==> src/rtl/mult_acc_pkg.sv <==
// Shared types and width helpers for the product accumulator and later adder-tree stages.
package mult_acc_pkg;

    typedef enum logic {
        S_IDLE = 1'b0,
        S_RUN  = 1'b1
    } state_t;

    // Guard bits needed to sum len terms without overflow.
    function automatic int acc_gw(input int len);
        return $clog2(len);
    endfunction

    // Width of a sum of len products of two sw-bit operands.
    function automatic int acc_aw(input int sw, input int len);
        return 2 * sw + acc_gw(len);
    endfunction

endpackage

==> src/rtl/mult_acc_if.sv <==
// Product input and sum output handshakes of the accumulator.
interface mult_acc_if
    import mult_acc_pkg::*;
#(
    parameter int SW  = 24,
    parameter int LEN = 8
);
    localparam int AW = acc_aw(SW, LEN);

    logic            prod_valid;
    logic            prod_ready;
    logic [2*SW-1:0] DatP;
    logic            clear;
    logic            acc_valid;
    logic            acc_ready;
    logic [AW-1:0]   DatS;
    logic            busy;

    modport master (
        output prod_valid, DatP, clear, acc_ready,
        input  prod_ready, acc_valid, DatS, busy
    );

    modport slave (
        input  prod_valid, DatP, clear, acc_ready,
        output prod_ready, acc_valid, DatS, busy
    );
endinterface

==> src/rtl/mult_acc_out_reg.sv <==
// One-entry valid/ready holding register for completed burst sums.
module acc_out_reg #(
    parameter int W = 8
) (
    input  logic         clk,
    input  logic         rst,
    input  logic         load,
    input  logic [W-1:0] din,
    input  logic         ready,
    output logic         valid,
    output logic [W-1:0] dout
);

    // A load wins over a drain on the same edge so back-to-back results need no bubble.
    always_ff @(posedge clk or posedge rst) begin
        if (rst) begin
            valid <= 1'b0;
            dout  <= '0;
        end else if (load) begin
            valid <= 1'b1;
            dout  <= din;
        end else if (valid && ready) begin
            valid <= 1'b0;
        end
    end

endmodule

==> src/rtl/mult_acc.sv <==
// Sums each burst of LEN accepted products into one widened result.
module mult_acc
    import mult_acc_pkg::*;
#(
    parameter int SW  = 24,
    parameter int LEN = 8
) (
    input  logic       clk,
    input  logic       rst,
    mult_acc_if.slave  bus
);

    localparam int GW = acc_gw(LEN);
    localparam int AW = acc_aw(SW, LEN);

    state_t        state;
    logic [GW-1:0] cnt;
    logic [AW-1:0] acc;
    logic [AW-1:0] sum;
    logic          last;
    logic          accept;
    logic          load;

    assign last   = (cnt == GW'(LEN - 1));
    // Only the closing product can stall, and only while the result slot is full and not draining.
    assign bus.prod_ready = !(last && bus.acc_valid && !bus.acc_ready);
    assign accept = bus.prod_valid && bus.prod_ready && !bus.clear;
    assign load   = accept && last;
    assign sum    = acc + AW'(bus.DatP);
    assign bus.busy = (state == S_RUN);

    // Burst FSM: count accepted products, clear aborts the partial burst.
    always_ff @(posedge clk or posedge rst) begin
        if (rst) begin
            state <= S_IDLE;
            cnt   <= '0;
            acc   <= '0;
        end else if (bus.clear) begin
            state <= S_IDLE;
            cnt   <= '0;
            acc   <= '0;
        end else if (accept) begin
            if (last) begin
                state <= S_IDLE;
                cnt   <= '0;
                acc   <= '0;
            end else begin
                state <= S_RUN;
                cnt   <= cnt + GW'(1);
                acc   <= sum;
            end
        end
    end

    acc_out_reg #(.W(AW)) u_out (
        .clk   (clk),
        .rst   (rst),
        .load  (load),
        .din   (sum),
        .ready (bus.acc_ready),
        .valid (bus.acc_valid),
        .dout  (bus.DatS)
    );

endmodule

==> src/flat_wrapper.sv <==
// flat-port wrapper written by rule: the top's interface ports become plain ports
module mult_acc_flat import mult_acc_pkg::*;
#(
    parameter int SW  = 24,
    parameter int LEN = 8
)
  (clk, rst, bus_prod_valid, bus_DatP, bus_clear, bus_acc_ready, bus_prod_ready, bus_acc_valid, bus_DatS, bus_busy);
  mult_acc_if #(.SW(SW), .LEN(LEN)) bus_i ();
  input  logic clk;
  input  logic rst;
  input wire logic [$bits(bus_i.prod_valid)-1:0] bus_prod_valid;
  input wire logic [$bits(bus_i.DatP)-1:0] bus_DatP;
  input wire logic [$bits(bus_i.clear)-1:0] bus_clear;
  input wire logic [$bits(bus_i.acc_ready)-1:0] bus_acc_ready;
  output wire logic [$bits(bus_i.prod_ready)-1:0] bus_prod_ready;
  output wire logic [$bits(bus_i.acc_valid)-1:0] bus_acc_valid;
  output wire logic [$bits(bus_i.DatS)-1:0] bus_DatS;
  output wire logic [$bits(bus_i.busy)-1:0] bus_busy;
  assign bus_i.prod_valid = bus_prod_valid;
  assign bus_i.DatP = bus_DatP;
  assign bus_i.clear = bus_clear;
  assign bus_i.acc_ready = bus_acc_ready;
  assign bus_prod_ready = bus_i.prod_ready;
  assign bus_acc_valid = bus_i.acc_valid;
  assign bus_DatS = bus_i.DatS;
  assign bus_busy = bus_i.busy;
  mult_acc #(.SW(SW), .LEN(LEN)) u_core (.clk(clk), .rst(rst), .bus(bus_i));
endmodule
==> config.mk <==
export PLATFORM = sky130hd
export DESIGN_NAME = mult_acc_flat
export DESIGN_NICKNAME = d
export VERILOG_FILES = /design/src/rtl/mult_acc_pkg.sv /design/src/rtl/mult_acc_if.sv /design/src/rtl/mult_acc_out_reg.sv /design/src/rtl/mult_acc.sv /design/src/flat_wrapper.sv
export SDC_FILE = /design/constraint.sdc
export NUM_CORES = 1
export LEC_CHECK = 0
export ABC_AREA = 1
export CORE_MARGIN = 10
export CORE_UTILIZATION = 35
export DETAILED_ROUTE_END_ITERATION = 12
export SLEW_MARGIN = 5
export SYNTH_ARGS = -nofsm -noshare
export SYNTH_HDL_FRONTEND = slang
export SYNTH_SLANG_ARGS = --single-unit
==> constraint.sdc <==
create_clock -name clk -period 3.55 [get_ports clk]
set_input_delay 0.71 -clock clk [delete_from_list [all_inputs] [get_ports clk]]
set_output_delay 0.71 -clock clk [all_outputs]
set_load 0.01 [all_outputs]
==> results of run 1 <==
worst paths after layout:
check                                 startpoint                    end  slack [ns]  depth (start not counted)
setup / recovery                     bus_DatP[8]  u_core.u_out.dout[33]        0.78                         13
hold / removal             u_core.u_out.dout[13]  u_core.u_out.dout[13]        0.48                          2
hold reg to reg            u_core.u_out.dout[13]  u_core.u_out.dout[13]        0.48                          2
max in group asynchronous                    rst  u_core.u_out.dout[47]        2.10                          3
setup reg to reg                   u_core.acc[7]  u_core.u_out.dout[33]        1.17                         12
min in group asynchronous                    rst  u_core.u_out.dout[18]        0.75                          2
worst reg2reg max path, stage by stage (launching register included):
cell and delay [ns]:
dfrtp_1 0.39, ha_1 0.34, nand2_1 0.14, nor2_1 0.24
nand3_1 0.13, nand3_1 0.22, nand2_1 0.08, nand2_1 0.23
nand3_1 0.20, nand2_1 0.10, nand2_1 0.06, nand3_1 0.09
nand2_1 0.05
synthesized netlist by cell type (2+ instances only):
master	instances
nand2_1	581
inv_1	218
dfrtp_1	107
nand3_1	103
nor2_1	73
ha_1	50
o21ai_0	40
a21oi_1	34
xnor2_1	16
clkbuf_1	12
nand4_1	9
nor3_1	9
o21bai_1	8
xor2_1	8
nor2_2	7
nand2_2	5
or2_2	5
a21boi_0	4
buf_2	4
clkbuf_8	4
nand3b_1	4
nor3_2	3
o21ai_1	3
a22o_1	2
inv_2	2
nand3_2	2
nor4_1	2
registers in the layout, indices dropped and copies added, names as in the netlist:
name and flops:
u_core.cnt 3, u_core.u_out.valid 1, u_core.u_out.dout 51, u_core.bus.busy 1, u_core.acc 51
cell type report:
class                   count  area [µm²]
well taps                 319         399
clock inverters             5        42.5
flip-flops and latches    107        2680
fillers                  2608       13400
clock buffers              11         253
repair buffers            114        1160
inverters                 220         828
multi-input cells         974        4660
per-layer routing:
layer	wire length, µm	vias to the layer above
met4	711	0
met2	13600	140
met3	995	36
li1	-	4268
met5	0	-
met1	13100	3691
cells by family after synthesis:
| family | count (synthesis) | synth area share [%] |
|---|---|---|
| AND/OR/NAND/NOR | 805 | 39.7 |
| flip-flops | 107 | 32.3 |
| buffers and inverters | 240 | 11.4 |
| AO/OA/AOI/OAI | 94 | 6.22 |
| XOR/XNOR | 24 | 2.54 |
| adder cells (fa/ha/maj) | 51 | 7.79 |
power by group:
group	switching (mW)	internal (mW)	leakage [nW]	total (mW)
logic	1.01	0.502	3.99	1.51
registers	0.0593	1.31	1.46	1.37
clock network	0.537	0.529	0.149	1.07
stage by stage:
stage / utilization [%] / instance area [µm²]
2_1_floorplan: - / 8280
3_3_place_gp: 41.6 / 9730
3_5_place_dp: 41.6 / 9730
4_1_cts: 42.8 / 10000
5_1_grt: 42.8 / 10000
6_report: 42.8 / 10000
==> flow_summary.toml, run 1 <==
[timing]
hold_viol_final = 0
finalSetupViolCount = 0
whs_ns = 0.482
slew_headroom_pct = 51.2
tightest_slew_ns = 0.731
tns_ns = 0
finalCritPeriodShare_pct = 78.1
final.min_clock_period_ns = 2.77
skew_ns = 0.0147
worst_slack_ns = 0.778
slew_viol_final = 0
clock.fmax_ghz = 0.361
rsz0062_at_grt = "false"

[grt]
met1_usage_pct = 23.7
antenna_found_initial = 0
grt_pass1_wl_mm = 45.0
grt_use_met3_pct = 2.72
grt_util_met2_pct = 32.3
grt_max_degree = 72
grt_pass1_vias = 8225
grt_overflow_total = 0
grt_use_total_pct = 18.8
gr-max-usage-layer = "met2"

[clock_network]
cts_max_path_buffers = 2
ctsResizeCount = 0
cts.sinks = 107
cts_tree = "built"
h-tree-depth = 3
post-cts-setup-buffer-count = 0
cts_hold_buf = 0
cts_made_buffers = 9
worstSkewPairLatency_ns = 0.37
path_clk_slew_ns = 0.08
root_buffer = "clkbuf_16"

[die]
core_mm2 = 0.0234
initial_core_util_pct = 35.4
io_pins = 107
die_w_um = 174
num_rows = 56
dieArea_mm2 = 0.0302
die_height_um = 174

[drt]
drt_iter0_drc = 509
drtAntennaViolNets = 0
wl_per_cell_um = 16.3
drcViolationCount = 0
dr_total_vias = 8135
dr.pass1.iters = 5
drt-vias-per-instance = 4.65
finalWirelength_mm = 28.5

[pwr]
peakVddDrop_mv = 0.193
p_per_area_mw_per_mm2 = 393
power_mw = 3.94
p_leak_nw = 5.60

[placed_design]
place_ws_ns = 0.347
dp.final_hpwl_mm = 23.5
dp_cells = 1734
port_buffers = 106
gp_congestion = 0.964

[min_path]
min_path_type = "register to register"

[synth]
syn-num-nets = 1425
yosysTopAreaCellShare_pct = 32.3
synthesis.area_mm2 = 0.00828
ys_seq_elements = 107
ys_types = 33
synth_flop_cell = "dfrtp_1"
ys_seq_area_share_pct = 32.3
synth_largest_area_cell = "dfrtp_1"
synth_edf_count = 0
syn_area_per_cell_um2 = 6.27
synthTopCellsByArea = "dfrtp_1, nand2_1, inv_1, ha_1, nand3_1"
syn_inst = 1321
ys_warn_count = 0
async_flop_share_pct = 100

[cells_and_area]
layout_commonest_cell = "nand2_1"
final_cells = 1750
diodes = 0
final_layout_size_suffix_gt1_share_pct = 3.56
nets = 1530
area_delta_synth_final_pct = 21.0
final_cell_mix = "nand2_1, inv_1, dfrtp_1, clkdlybuf4s50_1, nand3_1"

[critical_path]
critPathKind = "input pin to register"
critical_path.top_delay_family = "simple AND/OR/NAND/NOR gates"
crit_chain = "clkdlybuf4s50_1 > ha_1 > nand2_1 > nor2_1 > nand3_1 > nand3_1 > nand2_1 > nand2_1 > nand3_1 > nand2_1 > nand2_1 > nand3_1 > nand2_1"
worst_ep_required_time_ns = 3.82
critPathLaunchType = "input pin"
crit_buf_inv = 1
worstPathArrival_ns = 3.04
slowest_stage = "clkdlybuf4s50_1"
slowest_delay_ns = 0.43
cp_max_fo = 4
cp-end-kind = "register"
crit_path_frequent_cell = "nand2_1"

[outcome]
status = "finished, final reports clean"

[job]
cap_violations = 0
Note: power is estimated with default switching activity, not from simulation.
==> inputs of run 2 (changes only) <==
==> constraint.sdc (replaced) <==
create_clock -name clk -period 2.28 [get_ports clk]
set_input_delay 0.456 -clock clk [delete_from_list [all_inputs] [get_ports clk]]
set_output_delay 0.456 -clock clk [all_outputs]
set_load 0.01 [all_outputs]
==> flow_summary.toml, run 2 (same netlist as run 1, synthesis figures left out) <==
[outcome]
status = "finished, final reports clean"

[critical_path]
worstPathArrival_ns = 2.46
critPathKind = "input pin to register"
critPathLaunch = "bus_DatP[22]"
critPathLaunchType = "input pin"
crit_path_frequent_cell = "nand2_1"
cp_max_fo = 4
worst_ep_required_time_ns = 2.53
slowest_delay_ns = 0.51
slowest_stage = "clkdlybuf4s50_1"
crit_buf_inv = 3
critical_path.top_delay_family = "simple AND/OR/NAND/NOR gates"
crit_chain = "clkdlybuf4s50_1 > ha_4 > nand2_1 > nand2_1 > buf_4 > a21oi_2 > nand2_1 > inv_1 > nand3_1 > or2_2 > nand3_1 > nand2_1"
rr_endpoint = "u_core.u_out.dout[24]"
reg2regPathDepth = 11
cp-end-kind = "register"
r2r_setup_slack_ns = 0.16
r2r_start = "u_core.acc[7]"

[min_path]
min_path_cells = 2
min_path_type = "register to register"
min_from = "u_core.u_out.dout[32]"
holdPathEnd = "u_core.u_out.dout[32]"

[pwr]
switchingPower_mw = 2.82
p_leak_nw = 6.59
p_sw_share_pct = 39.4
clkPwrFrac_pct = 22.8
seqPwrFrac_pct = 30.5
p_comb_share_pct = 46.7
p_int_mw = 4.33
peakVddDrop_mv = 0.305
p_per_area_mw_per_mm2 = 590
power_mw = 7.15

[die]
initial_core_util_pct = 35.4
die_w_um = 174
die_height_um = 174
num_rows = 56
dieArea_mm2 = 0.0302
core_mm2 = 0.0234
io_pins = 107

[timing]
skew_ns = 0.0141
tightest_slew_ns = 0.372
final.min_clock_period_ns = 2.21
slew_headroom_pct = 75.2
finalSetupViolCount = 0
hold_viol_final = 0
clock.fmax_ghz = 0.453
slew_viol_final = 0
tns_ns = 0
finalCritPeriodShare_pct = 96.7

[clock_network]
root_buffer = "clkbuf_16"
worstSkewPairLatency_ns = 0.37
cts_max_path_buffers = 2
path_clk_slew_ns = 0.08
cts_tree = "built"
cts.sinks = 107
cts_made_buffers = 9
h-tree-depth = 3

[grt]
grt_pass1_vias = 8683
gr-max-usage-layer = "met2"
grt_use_total_pct = 19.0
grt_pass1_wl_mm = 46.0
grt_util_met2_pct = 33.6
grt_use_met3_pct = 2.18
antenna_found_initial = 0
grt_overflow_total = 0
grt_max_degree = 65
met1_usage_pct = 23.9

[cells_and_area]
final_cell_mix = "nand2_1, inv_1, buf_4, dfrtp_1, nand3_1"
final_cells = 1900
nets = 1680
layout_commonest_cell = "nand2_1"
n_fill_cell = 2379
diodes = 0
final_layout_size_suffix_gt1_share_pct = 22.2
fin_area_mm2 = 0.0121
area_delta_synth_final_pct = 46.3
reg_top3 = "u_core.acc (51), u_core.u_out.dout (51), u_core.cnt (3)"
fin_util_pct = 51.8

[job]
cap_violations = 0

[drt]
drt-vias-per-instance = 4.63
wl_per_cell_um = 15.6
dr.pass1.iters = 4
dr_total_vias = 8806
drt_iter0_drc = 564
finalWirelength_mm = 29.6
drtAntennaViolNets = 0
drcViolationCount = 0

[placed_design]
place_area_mm2 = 0.0109
port_buffers = 106
gp_congestion = 0.941
dp.final_hpwl_mm = 23.8
dp_cells = 1879
==> run 2: changes by cell type in the layout (fill, tap and decap cells not counted), moves of 23 or more <==
cell,delta
buf_4,+145
nand2_1,-39
ha_1,-36
nand2_2,+36
ha_4,+34
nor2_1,-34
clkdlybuf4s50_1,-23
nor2_2,+23
==> run 2: stage by stage <==
step	setup WS (ns)	hold WS, ns
after floorplan	0.288	0.453
after global placement	-0.544	0.463
after detailed placement	-0.540	0.464
after CTS	0.00262	0.486
after global routing	-0.0241	0.509
final	0.0743	0.483
==> run 2: what timing repair did <==
item / in CTS / in global routing
hold buffers: 0 / 0
setup endpoints to repair: 44 / 90
pin swaps: 9 / 40
setup buffers: 2 / 4
resized for setup: 36 / 164
==> run 2: routing by layer <==
layer	wire, µm	share of wire, %
met5	0	0
met4	444	1.5
met3	1030	3.5
met2	14600	49
met1	13500	46
==> run 2: worst max path at each step <==
stage / cells after the start / slack (ns) / to
floorplan: 13 / 0.29 / u_core.acc[32]
global placement: 13 / -0.54 / u_core.u_out.dout[44]
detailed placement: 13 / -0.54 / u_core.acc[44]
CTS: 14 / 0.003 / u_core.u_out.dout[32]
global route: 14 / -0.02 / u_core.u_out.dout[43]
finish: 12 / 0.07 / u_core.u_out.dout[25]
==> run 2: tightest hold or removal path, cell delays in order, from the launching register on <==
cell and delay (ns):
dfrtp_1 0.35, nand2_1 0.06, nand2_1 0.05
==> run 2: area by class of cell <==
cell class	count	area, µm²	share of cell area [%]
Clock buffer	10	239	1.97
Clock inverter	6	56.3	0.465
Tap cell	319	399	3.29
Sequential cell	107	2680	22.1
Multi-Input combinational cell	974	5530	45.6
Inverter	220	832	6.87
Timing Repair Buffer	264	2380	19.7
==> run 2: power groups by stage <==
stage                     registers, mW  logic [mW]  clock network (mW)
final                              2.18        3.34                1.63
after global routing               2.20        3.70                1.75
after CTS                          2.14        3.01                1.68
after detailed placement           2.16        2.91                   0
after global placement             2.16        2.90                   0
after floorplan                    2.14        1.62                   0
